<file path="config.mk">
export PLATFORM = sky130hd
export DESIGN_NAME = uart_rx_frame
export DESIGN_NICKNAME = d
export VERILOG_FILES = /design/src/rtl/uart_rx_frame.sv
export SDC_FILE = /design/constraint.sdc
export NUM_CORES = 1
export LEC_CHECK = 0
export CORE_MARGIN = 3
export CORE_UTILIZATION = 30
export CTS_CLUSTER_SIZE = 10
export DETAILED_ROUTE_END_ITERATION = 6
export PLACE_DENSITY_LB_ADDON = 0.3
export SKIP_CTS_REPAIR_TIMING = 1
export SYNTH_ARGS = -nofsm -noshare
export SYNTH_HDL_FRONTEND = slang
export SYNTH_SLANG_ARGS = --single-unit
</file>
<file path="constraint.sdc">
create_clock -name clk -period 3.25 [get_ports clk]
set_input_delay 0.65 -clock clk [delete_from_list [all_inputs] [get_ports clk]]
set_output_delay 0.65 -clock clk [all_outputs]
set_load 0.05 [all_outputs]
</file>
<file path="src/rtl/uart_rx_frame.sv">
// UART receiver: deserialises start/data/parity/stop frames onto a valid/ready word port.
// Define UART_RX_MAJORITY_EN for 2-of-3 majority sampling around each bit centre.
module uart_rx_frame #(
  parameter int unsigned DATA_WIDTH = 8,
  parameter int unsigned CLK_FREQ   = 100_000_000
) (
  input  logic                  clk,
  input  logic                  rst,
  input  logic                  signal_rx,
  output logic [DATA_WIDTH-1:0] data_rx,
  output logic                  valid_rx,
  input  logic                  ready_rx,
  output logic                  parity_err,
  output logic                  frame_err,
  output logic                  overrun_err,
  input  logic [3:0]            br,
  input  logic [1:0]            sbl,
  input  logic                  parity_on,
  input  logic                  parity_set,
  input  logic                  seniority_h
);

  localparam int unsigned CNT_W = $clog2(CLK_FREQ / 1200 + 2);
  localparam int unsigned BCW   = $clog2(DATA_WIDTH + 1);

  localparam logic [CNT_W-1:0] BIT_1200   = CNT_W'(CLK_FREQ / 1200);
  localparam logic [CNT_W-1:0] BIT_2400   = CNT_W'(CLK_FREQ / 2400);
  localparam logic [CNT_W-1:0] BIT_4800   = CNT_W'(CLK_FREQ / 4800);
  localparam logic [CNT_W-1:0] BIT_9600   = CNT_W'(CLK_FREQ / 9600);
  localparam logic [CNT_W-1:0] BIT_19200  = CNT_W'(CLK_FREQ / 19200);
  localparam logic [CNT_W-1:0] BIT_38400  = CNT_W'(CLK_FREQ / 38400);
  localparam logic [CNT_W-1:0] BIT_57600  = CNT_W'(CLK_FREQ / 57600);
  localparam logic [CNT_W-1:0] BIT_115200 = CNT_W'(CLK_FREQ / 115200);
  localparam logic [CNT_W-1:0] BIT_230400 = CNT_W'(CLK_FREQ / 230400);
  localparam logic [CNT_W-1:0] BIT_460800 = CNT_W'(CLK_FREQ / 460800);
  localparam logic [CNT_W-1:0] BIT_921600 = CNT_W'(CLK_FREQ / 921600);

  typedef enum logic [2:0] {IDLE, START, DATA, PARITY, STOP} state_t;

  state_t                r_state;
  logic [1:0]            r_sync;
  logic [CNT_W-1:0]      r_cnt;
  logic [BCW-1:0]        r_bits;
  logic [DATA_WIDTH-1:0] r_shift;
  logic                  r_stop_n;
  logic                  r_stop_bad;
  logic                  r_perr_nx;
  logic [3:0]            r_br;
  logic                  r_two_stop;
  logic                  r_par_on;
  logic                  r_par_set;
  logic                  r_msb;
  logic [DATA_WIDTH-1:0] r_data;
  logic                  r_valid;
  logic                  r_perr;
  logic                  r_ferr;
  logic                  r_ovr;

  logic                  w_rx;
  logic [CNT_W-1:0]      w_bit;
  logic [CNT_W-1:0]      w_target;
  logic                  w_fire;
  logic                  w_sample;

  always_ff @(posedge clk) begin
    if (rst) r_sync <= '1;
    else     r_sync <= {r_sync[0], signal_rx};
  end

  assign w_rx = r_sync[1];

  always_comb begin
    w_bit = BIT_115200;
    case (r_br)
      4'd0:    w_bit = BIT_1200;
      4'd1:    w_bit = BIT_2400;
      4'd2:    w_bit = BIT_4800;
      4'd3:    w_bit = BIT_9600;
      4'd4:    w_bit = BIT_19200;
      4'd5:    w_bit = BIT_38400;
      4'd6:    w_bit = BIT_57600;
      4'd8:    w_bit = BIT_230400;
      4'd9:    w_bit = BIT_460800;
      4'd10:   w_bit = BIT_921600;
      default: ;
    endcase
  end

  assign w_target = (r_state == START) ? (w_bit >> 1) : w_bit;

`ifdef UART_RX_MAJORITY_EN
  // Decision lands one cycle past the centre; reloading to 2 keeps later centres on the bit grid.
  localparam logic [CNT_W-1:0] CNT_RELOAD = CNT_W'(2);
  logic r_s0;
  logic r_s1;

  always_ff @(posedge clk) begin
    if (rst) begin
      r_s0 <= 1'b1;
      r_s1 <= 1'b1;
    end else begin
      if (r_cnt == w_target - CNT_W'(1)) r_s0 <= w_rx;
      if (r_cnt == w_target)             r_s1 <= w_rx;
    end
  end

  assign w_fire   = (r_cnt == w_target + CNT_W'(1));
  assign w_sample = (r_s0 & r_s1) | (r_s0 & w_rx) | (r_s1 & w_rx);
`else
  localparam logic [CNT_W-1:0] CNT_RELOAD = CNT_W'(1);
  assign w_fire   = (r_cnt == w_target);
  assign w_sample = w_rx;
`endif

  always_ff @(posedge clk) begin
    if (rst) begin
      r_state    <= IDLE;
      r_cnt      <= '0;
      r_bits     <= '0;
      r_shift    <= '0;
      r_stop_n   <= 1'b0;
      r_stop_bad <= 1'b0;
      r_perr_nx  <= 1'b0;
      r_br       <= '0;
      r_two_stop <= 1'b0;
      r_par_on   <= 1'b0;
      r_par_set  <= 1'b0;
      r_msb      <= 1'b0;
      r_data     <= '0;
      r_valid    <= 1'b0;
      r_perr     <= 1'b0;
      r_ferr     <= 1'b0;
      r_ovr      <= 1'b0;
    end else begin
      r_ferr <= 1'b0;
      r_ovr  <= 1'b0;
      r_cnt  <= r_cnt + CNT_W'(1);
      if (r_valid && ready_rx) r_valid <= 1'b0;
      case (r_state)
        IDLE: begin
          if (!w_rx) begin
            r_state    <= START;
            r_cnt      <= CNT_W'(1);
            r_br       <= br;
            r_two_stop <= sbl[1];
            r_par_on   <= parity_on;
            r_par_set  <= parity_set;
            r_msb      <= seniority_h;
          end
        end
        START: begin
          if (w_fire) begin
            r_cnt  <= CNT_RELOAD;
            r_bits <= '0;
            r_state <= w_sample ? IDLE : DATA;
          end
        end
        DATA: begin
          if (w_fire) begin
            r_cnt  <= CNT_RELOAD;
            r_bits <= r_bits + BCW'(1);
            if (r_msb) r_shift <= DATA_WIDTH'({r_shift, w_sample});
            else       r_shift <= DATA_WIDTH'({w_sample, r_shift} >> 1);
            if (r_bits == BCW'(DATA_WIDTH - 1)) begin
              r_state    <= r_par_on ? PARITY : STOP;
              r_stop_n   <= 1'b0;
              r_stop_bad <= 1'b0;
              r_perr_nx  <= 1'b0;
            end
          end
        end
        PARITY: begin
          if (w_fire) begin
            r_cnt     <= CNT_RELOAD;
            r_perr_nx <= (^r_shift) ^ w_sample ^ r_par_set;
            r_state   <= STOP;
          end
        end
        STOP: begin
          if (w_fire) begin
            r_cnt <= CNT_RELOAD;
            if (r_two_stop && !r_stop_n) begin
              r_stop_n   <= 1'b1;
              r_stop_bad <= !w_sample;
            end else begin
              r_state <= IDLE;
              if (r_stop_bad || !w_sample) begin
                r_ferr <= 1'b1;
              end else if (!r_valid || ready_rx) begin
                r_data  <= r_shift;
                r_perr  <= r_perr_nx;
                r_valid <= 1'b1;
              end else begin
                r_ovr <= 1'b1;
              end
            end
          end
        end
        default: r_state <= IDLE;
      endcase
    end
  end

  assign data_rx     = r_data;
  assign valid_rx    = r_valid;
  assign parity_err  = r_perr;
  assign frame_err   = r_ferr;
  assign overrun_err = r_ovr;

endmodule

</file>
==> impl_metrics.json <==
{
  "floorplan.initialDensity": 0.308,
  "overflow": 0,
  "grt_pass1_vias": 3899,
  "p_total_w": 0.00233,
  "tightest_slew_ps": 1250,
  "slew_headroom": 0.156,
  "synth_cell_types": 74,
  "clockRootBuffer": "clkbuf_16",
  "fin_skew_ps": 5.85,
  "path_buf_inv": 4,
  "numPortBuffers": 23,
  "syn_inst": 507,
  "pre_cts_slack_ps": -159,
  "viasPerCell": 5.40,
  "grt_pass1_wl_um": 19600,
  "post-synth-top-area-cell": "dfxtp_1",
  "fin_hold_ws_ps": 407,
  "setup_violations": 21,
  "arrival_ps": 3490,
  "dieArea_um2": 15100,
  "die_y_um": 123,
  "cp_slowest_cell": "or3_4",
  "gp_congestion": 0.914,
  "vias": 4085,
  "max_stage_delay_ps": 430,
  "critical_path.endpoint_type": "flop",
  "drc": 0,
  "ant_nets": 0,
  "crit_family": "simple AND/OR/NAND/NOR gates",
  "wl_per_cell_um": 16.7,
  "clkSlewWorstSetupHoldPaths_ps": 50,
  "place_inst": 725,
  "synth-edff-count": 0,
  "grt_antenna_before_repair": 0,
  "synth.avg_cell_area_um2": 8.09,
  "fin_crit_ps": 3300,
  "cts_buffer_depth": 2,
  "htreeDepth": 3,
  "core_area_um2": 13300,
  "diodes": 0,
  "power_density_nw_per_um2": 418,
  "synth_area_leaders": "dfxtp_1, mux2i_1, xnor2_1, nor2_1, mux2_2",
  "rsz0062_at_grt": "yes",
  "synth.cell_area_um2": 4100,
  "fin_area_um2": 5570,
  "clkSinkCount": 57,
  "hold_path.class": "reg2reg",
  "fin_crit_sh": 1.02,
  "wirelength_um": 12600,
  "status": "finished with violations",
  "drive_above_1_share": 0.288,
  "path_cells": "buf_6 -> or3b_4 -> or3_4 -> a2111oi_4 -> o21a_1 -> o32ai_4 -> or3_1 -> buf_6 -> buf_4 -> nor3_4 -> clkbuf_16 -> o32ai_1",
  "rows": 42,
  "drtIter0Drc": 143,
  "path_class": "reg2reg",
  "synth_ff_type": "dfxtp_1",
  "worst_slack_ps": -52.2,
  "async_flop_share": 0,
  "grt_max_degree": 24,
  "ys_seq_area_frac": 0.278,
  "cts_tree": "done",
  "dp_hpwl_um": 8730,
  "violations": "setup timing",
  "worstPathRequired_ps": 3440,
  "synth_top_area_share": 0.278,
  "grt.total_usage": 0.162,
  "slew_viol_final": 0,
  "cap_violations": 0,
  "insertion_delay_ps": 320,
  "dr.pass1.iters": 5,
  "fmax_mhz": 303,
  "crit_path_max_fanout": 8,
  "worst_setup_path_start_kind": "flop",
  "synth_nets": 522,
  "p_leak_nw": 2.04,
  "rrSetupSlack_ps": -50,
  "timing_hold_violations_final": 0,
  "crit_top_cell": "buf_6",
  "cts_made_buffers": 9,
  "final_cells": 756,
  "synth-warning-count": 0,
  "ys_ff_latch": 57,
  "dieWidth_um": 123,
  "place_area_um2": 4870,
  "max-vdd-ir-drop_uv": 372,
  "areaGrowthSynthToFinish_pct": 35.8,
  "fin_nets": 590,
  "io_pins": 25
}
per-stage QoR:
step,utilization,setup TNS [ps]
floorplan,-,0
global placement,0.366,-3100
detailed placement,0.366,-3350
CTS,0.389,-3750
global route,0.419,-3400
finish,0.419,-439
placed cells by master, fill, tap and decap left out, types with 3 or more instances in the layout:
cell and instances:
dfxtp_2 4, buf_6 10, buf_4 60, o32ai_1 13
o211ai_1 7, or2_2 15, or4_4 3, and3_1 6
nor3b_1 4, o21a_1 3, dfxtp_1 51, inv_1 6
nor2_1 52, a31o_2 3, nor4_1 5, o21ai_0 14
nand4b_1 7, nand2_1 35, xnor2_1 24, nand3_1 9
clkdlybuf4s50_1 23, or3_1 4, mux2_2 16, clkbuf_16 10
a31oi_1 5, nor2b_1 21, buf_12 6, xor2_1 8
mux2i_1 24, o22ai_1 6, nand4_1 13, nor4_2 3
a21oi_1 10, nor3_1 17, nand2b_1 8, or4_1 3
cell usage after synthesis, types with 12 or more instances:
| cell | count |
|---|---|
| dfxtp_1 | 57 |
| nor2_1 | 52 |
| nand2_1 | 35 |
| clkbuf_1 | 24 |
| mux2i_1 | 24 |
| xnor2_1 | 24 |
| nor2b_1 | 21 |
| mux2_2 | 17 |
| nor3_1 | 17 |
| o21ai_0 | 15 |
| or2_2 | 15 |
| o32ai_1 | 14 |
| nand4_1 | 13 |
| a21oi_1 | 12 |
cell families after synthesis:
logic type / count (synthesis) / share of synthesized area
buffers and inverters: 52 / 0.0574
and+or+nand+nor: 226 / 0.309
muxes: 41 / 0.105
AOI/OAI and AO/OA: 96 / 0.173
xor gates and xnor gates: 32 / 0.0684
DFF: 57 / 0.278
adders and majority gates: 3 / 0.00854
state kept, by name, summed over array words and instances, names as in the netlist, 2 cells and up:
name / flops
r_sync: 2
r_state: 3
r_bits: 4
r_br: 4
r_shift: 8
r_cnt: 17
data_rx: 8
where the power goes:
part / leakage (nW) / internal, W / switching [W]
logic: 1.43 / 0.000293 / 0.000337
registers: 0.464 / 0.000712 / 0.0000202
clock network: 0.149 / 0.000635 / 0.000329
layout make-up:
class | instances | area [µm²]
fillers | 1334 | 7730
multi-input cells | 399 | 2920
flip-flops and latches | 57 | 1150
repair buffers | 100 | 938
clock buffers | 12 | 256
well taps | 176 | 220
clock inverters | 4 | 51.3
inverters | 8 | 30.0
metal layers:
metal  up-vias  share of wire  global-route usage
met1      1949           0.45               0.212
met2       105           0.49               0.269
met5         -              0                   0
li1       2004              -                   -
met4         0          0.021              0.0553
met3        27          0.043              0.0306
worst paths after layout:
check	endpoint	from	depth (start not counted)
setup / recovery	r_cnt[12]	r_state[0]	12
hold reg to reg	r_sync[1]	r_sync[0]	1
hold / removal	r_sync[1]	r_sync[0]	1
setup reg to reg	r_cnt[12]	r_state[0]	12
Power figures use the tool's default switching activity.
